File: src/rtl/pipe_fifo.sv
// First-word fall-through FIFO between pipeline stages, with valid/ready on both sides,
// an occupancy count, and a synchronous flush for redirects.
module pipe_fifo #(
  parameter int DATA_WIDTH = 32,
  parameter int DEPTH      = 4
) (
  input  logic                    clk,
  input  logic                    rst,
  input  logic                    i_flush,
  input  logic                    i_valid,
  output logic                    o_ready,
  input  logic [DATA_WIDTH-1:0]   i_din,
  output logic                    o_valid,
  input  logic                    i_ready,
  output logic [DATA_WIDTH-1:0]   o_dout,
  output logic [$clog2(DEPTH):0]  o_count
);

  localparam int PTR_W = $clog2(DEPTH);
  localparam logic [PTR_W:0] FULL_COUNT = (PTR_W+1)'(DEPTH);

  logic [DATA_WIDTH-1:0] mem [DEPTH];
  logic [PTR_W-1:0]      wr_ptr;
  logic [PTR_W-1:0]      rd_ptr;
  logic [PTR_W:0]        count;
  logic                  push;
  logic                  pop;

  // Ready comes from registered state only, so a full FIFO refuses a write even while popping.
  assign o_ready = (count != FULL_COUNT) & ~rst;
  assign o_valid = (count != '0);
  assign o_dout  = mem[rd_ptr];
  assign o_count = count;

  assign push = i_valid & o_ready;
  assign pop  = o_valid & i_ready;

  always_ff @(posedge clk) begin
    if (rst) begin
      wr_ptr <= '0;
      rd_ptr <= '0;
      count  <= '0;
      for (int i = 0; i < DEPTH; i++) begin
        mem[i] <= '0;
      end
    end else if (i_flush) begin
      // Stale mem contents stay behind; they cannot be seen while o_valid is low.
      wr_ptr <= '0;
      rd_ptr <= '0;
      count  <= '0;
    end else begin
      if (push) begin
        mem[wr_ptr] <= i_din;
        wr_ptr      <= wr_ptr + PTR_W'(1);
      end
      if (pop) begin
        rd_ptr <= rd_ptr + PTR_W'(1);
      end
      if (push && !pop) begin
        count <= count + (PTR_W+1)'(1);
      end else if (pop && !push) begin
        count <= count - (PTR_W+1)'(1);
      end
    end
  end

endmodule

File: config.mk
export PLATFORM = sky130hd
export DESIGN_NAME = pipe_fifo
export DESIGN_NICKNAME = d
export VERILOG_FILES = /design/src/rtl/pipe_fifo.sv
export SDC_FILE = /design/constraint.sdc
export NUM_CORES = 1
export LEC_CHECK = 0
export ABC_CLOCK_PERIOD_IN_PS = 2790
export CORE_MARGIN = 2
export CORE_UTILIZATION = 35
export DETAILED_ROUTE_END_ITERATION = 8
export SLEW_MARGIN = 20
export SYNTH_ARGS = -nofsm -noshare
export SYNTH_HDL_FRONTEND = slang
export SYNTH_SLANG_ARGS = --single-unit
File: constraint.sdc
create_clock -name clk -period 2.79 [get_ports clk]
set_input_delay 0.279 -clock clk [delete_from_list [all_inputs] [get_ports clk]]
set_output_delay 0.279 -clock clk [all_outputs]
set_load 0.01 [all_outputs]
## After elaboration in Yosys (flattened, before gate mapping)

Memories as Yosys holds them, arrays and structs flattened. A register that Yosys moved wholly into a read port is not among the register bits.
Cells that the tools add are included.
W data, S select, Z words.

- Bits in registers: 7
- Output and inout port bits: 37
- Bits in writable memories: 128
- Logic and storage cells: 34
- Memories kept: 1

Memory list:

| name | depth | bits a word | rd ports | clocked after Yosys merged registers in | wr ports | line | source |
|---|---|---|---|---|---|---|---|
| mem | 4 | 32 | 1 | 1 | 4 | 22 | `logic [DATA_WIDTH-1:0] mem [DEPTH];` |

- Equal/unequal tests: 1
- Reduce and logical (&&, ||, !) cells: 8
- $add $sub $neg: 4
- Bitwise logic cells: 4
- Mux-type cells: 13

Operator list:

| kind | number |
|---|---|
| $mux W32 | 1 |
| $reduce_or A32 Y1 | 1 |
| $mux W1 | 7 |
| $mux W2 | 3 |
| $mux W3 | 2 |
| $add A2 B1 Y2 const B | 2 |
| $add A3 B1 Y3 const B | 1 |
| $and A1 B1 Y1 | 3 |
| $ne A3 B3 Y1 const B | 1 |
| $reduce_bool A3 Y1 | 1 |
| $sub A3 B1 Y3 const B | 1 |
| $logic_and A1 B1 Y1 | 2 |
| $logic_not A1 Y1 | 2 |
| $reduce_bool A2 Y1 | 1 |
| $reduce_or A2 Y1 | 1 |
| $not A1 Y1 | 1 |

## Depth between registers and ports, before layout

- Word-level depth: 9
- Depth in mapped cells: 8
- Gate-level depth less buffers: 8

## Worst setup path before layout

No wires, ideal clock.

- Kind: register to register
- From: reg count[0] (netlist: o_count[0])
- To: reg count[2] (netlist: o_count[2])
- Path slack: 0.746 ns
- Data arrival time: 1.974 ns
- Cell stages (with the launch flop): 9
- Period minus slack after synthesis: 2.044 ns
- Data required time: 2.720 ns
- Library setup time: 0.070 ns
- Cell sequence: dfxtp_1 > nor3b_4 > nor3_1 > ha_1 > inv_1 > fa_1 > xor2_1 > or3_1 > a21oi_1

- Longest elaborated chain between the ends: 6
- Elaborated cells on any way between the ends: 14
- Classes of those cells: add/sub (2); eq/ne (1); mux (2); bitwise (3); reduce/logical (6)

Ends and longest elaborated chain:

| what | line | source |
|---|---|---|
| from (decl) | 25 | `logic [PTR_W:0] count;` |
| from (signal assigned) | 60 | `count <= count + (PTR_W+1)'(1);` |
| from (signal assigned) | 62 | `count <= count - (PTR_W+1)'(1);` |
| $ne A3 B3 Y1 (*) | 30 | `assign o_ready = (count != FULL_COUNT) & ~rst;` |
| $and A1 B1 Y1 (*) | 30 |  |
| $and A1 B1 Y1 (*) | 35 | `assign push = i_valid & o_ready;` |
| net push | 26 | `logic push;` |
| $logic_not A1 Y1 | 61 | `end else if (pop && !push) begin` |
| $logic_and A1 B1 Y1 | 61 |  |
| $reduce_bool A2 Y1 (no line) | - |  |

Mark *: on every way through the listed nets, which the timed path passes. The rest lies on a longest branch. The select of a mux whose other input is x is not followed.
A chain may end at the register's enable or synchronous reset.

==> impl_metrics.py <==
metrics = {
    "power": {
        "p_leak_nw": 2.77,
        "sw_frac_of_total_pct": 20.3,
        "ir_drop_v": 0.000434,
        "power.internal_mw": 4.25,
        "power_frac_comb_pct": 7.8,
        "p_sw_mw": 1.08,
        "p_clk_share_pct": 47.6,
        "p_per_area_nw_per_um2": 687,
        "p_seq_share_pct": 44.6,
    },
    "cts": {
        "htreeDepth": 4,
        "cts_buffer_depth": 2,
        "cts_tree": "done",
        "cts_setup_buffers": 0,
        "cts.root.buffer_cell": "clkbuf_16",
        "numCtsBuffers": 17,
        "cts_sinks": 137,
        "clock_latency_ns": 0.42,
        "ctsHoldBuffers": 0,
        "cts_resized": 0,
        "clk_pin_slew_ns": 0.06,
    },
    "layout": {
        "utilization_pct": 46.6,
        "antenna_cells": 0,
        "fillers": 1414,
        "multi_input_area_um2": 1870,
        "syn_to_final_growth_pct": 29.4,
        "drive_gt1_share_pct": 25.1,
        "seq_area_um2": 4030,
        "finalInstanceArea_um2": 7750,
        "final_nets": 480,
    },
    "place": {
        "placed_cell_area_um2": 7080,
        "place_hpwl_um": 7080,
        "gp_congestion": 0.722,
        "numPortBuffers": 73,
    },
    "worst_setup_path": {
        "rr_worst_depth": 7,
        "start_kind": "flop",
        "crit_fanout": 25,
        "r2r_start": "o_count[1]",
        "critPathKind": "flop to primary output",
        "cp.required_ns": 2.51,
        "r2r-end": "o_count[2]",
        "crit_end": "o_dout[9]",
        "reg2reg_slack_ns": 0.55,
        "end_kind": "primary output",
        "worstPathArrival_ns": 2.31,
    },
    "floorplanning": {
        "dieHeight_um": 135,
        "ios": 74,
        "rows": 47,
        "coreArea_um2": 16600,
        "initial_core_util_pct": 36.0,
        "dieArea_um2": 18200,
        "die_w_um": 135,
    },
    "synthesis": {
        "async_flop_share_pct": 0,
        "ys.warnings.count": 0,
        "synth_area_um2": 5990,
        "synthTopCellsByArea": "edfxtp_1 (64%), mux4_2 (12%), and2_1 (10%)",
        "synth.top_cell.area_share_pct": 64.1,
        "ys_ff_latch": 137,
        "avgSynthCellArea_um2": 16.8,
        "ys_seq_area_share_pct": 67.2,
        "yosys-top-cells-count": "edfxtp_1 (128), and2_1 (100), mux4_2 (32)",
        "synth_edf_count": 128,
        "yosys.cell_count.top_type": "edfxtp_1",
        "synth_nets": 396,
        "synth_top_flop_cell": "edfxtp_1",
        "syn_inst": 357,
        "synth_largest_area_cell": "edfxtp_1",
        "synth_cell_types": 31,
    },
    "timing": {
        "worst_slew_pin_slew_ns": 0.598,
        "max_freq_ghz": 0.386,
        "fin_crit_ns": 2.59,
        "timing.final.crit_share_pct": 92.9,
        "clock_skew_ns": 0.00936,
        "fin_setup_tns_ns": 0,
        "rsz0062_at_grt": "false",
        "hold_violations": 0,
        "holdWs_ns": 0.538,
        "final_max_slew_viol_count": 0,
        "relSlewSlack_pct": 60.1,
        "setup_viol": 0,
    },
    "detailed_routing": {
        "drt_pre_antenna_iters": 4,
        "postRouteAntennaNets": 0,
        "vias": 3246,
        "drt-total-wl_um": 12500,
        "drt-initial-drc-count": 212,
        "drc_errors": 0,
        "wl_per_cell_um": 18.6,
        "vias_per_cell": 4.82,
    },
    "global_route": {
        "track_usage_pct": 14.7,
        "grt_pass1_wl_um": 19400,
        "grt_max_degree": 34,
        "gr-total-overflow": 0,
        "grt_pass1_vias": 3493,
        "antenna_found_initial": 0,
    },
    "status": {
        "status": "completed",
    },
    "hold_path": {
        "hold_class": "flop to flop",
    },
    "flow_run": {
        "maxCapViolCount": 0,
    },
}
[power groups by stage]
stage	clock (mW)	sequential (mW)	combinational, mW
final	2.54	2.37	0.414
after detailed placement	0	2.42	0.422
after global placement	0	2.41	0.420
after CTS	2.58	2.38	0.424
after floorplan	0	2.41	0.193
after global routing	2.67	2.38	0.445
[per-stage QoR]
step / instances / total power, mW / setup WS [ns]
floorplan: 357 / 2.60 / 0.746
global placement: 642 / 2.83 / 0.451
detailed placement: 642 / 2.84 / 0.366
CTS: 674 / 5.39 / 0.110
global route: 674 / 5.50 / 0.0838
finish: 674 / 5.33 / 0.197
[logic make-up (layout without fill, tap and decap cells)]
family,after synthesis,after routing,share of synthesized area (%)
DFF,137,137,67.2
muxes,33,33,12.2
AOI/OAI and AO/OA,8,8,0.877
buffers and inverters,22,119,1.61
and+or+nand+nor,151,151,17.0
adders and majority gates,2,2,0.543
xor gates and xnor gates,4,4,0.585
[layout by cell type, fill, tap and decap left out]
master / instances
a21oi_1: 2
clkdlybuf4s50_1: 73
and2_2: 28
or3_1: 3
o21ai_0: 2
and2_1: 100
inv_1: 2
clkinv_4: 2
nor2_2: 1
buf_12: 6
or3b_4: 1
clkbuf_16: 17
or2_2: 3
nor3_1: 1
nand2b_1: 1
a31o_2: 1
buf_4: 6
o311ai_0: 1
xor2_1: 4
nor4b_4: 1
ha_1: 1
dfxtp_1: 7
clkinv_1: 2
o31ai_1: 1
fa_1: 1
edfxtp_1: 128
mux2i_1: 1
dfxtp_2: 2
o211ai_1: 1
nand2_1: 1
mux4_2: 32
nor4_4: 2
inv_6: 3
nor2_1: 7
bufinv_16: 6
or2_0: 1
nor3b_4: 1
clkinvlp_4: 2
[metal layers]
| layer | vias to the layer above | track usage (%) | share of wire, % |
|---|---|---|---|
| met5 | - | 0 | 0 |
| li1 | 1496 | - | - |
| met2 | 64 | 25.0 | 51 |
| met3 | 11 | 3.57 | 3.6 |
| met4 | 0 | 5.73 | 1.1 |
| met1 | 1675 | 18.2 | 44 |
[critical path, stage by stage (launching register included)]
cell and delay (ns):
dfxtp_2 0.52, buf_12 0.29, mux4_2 0.57, clkdlybuf4s50_1 0.50
[sequential cells by signal (all words and copies together), names as in the netlist, named ones only]
register,count
mem,128
o_count,3
rd_ptr,2
wr_ptr,2
[worst min path at each step]
stage	startpoint	endpoint	slack, ns	cells past startpoint
after global routing	rd_ptr[0]	rd_ptr[0]	0.58	2
after CTS	rd_ptr[1]	rd_ptr[1]	0.54	2
after detailed placement	rd_ptr[1]	flop	0.51	2
final	rd_ptr[1]	flop	0.54	2
after floorplan	i_flush	wr_ptr[1]	0.48	3
after global placement	rd_ptr[1]	flop	0.51	2
[cell type report]
class / count / area share (%)
inverters: 2 / 0.0969
flip-flops and latches: 137 / 51.9
multi-input cells: 198 / 24.2
clock inverters: 15 / 3.18
repair buffers: 85 / 11.6
clock buffers: 17 / 5.49
well taps: 220 / 3.55
Power figures use the tool's default switching activity.
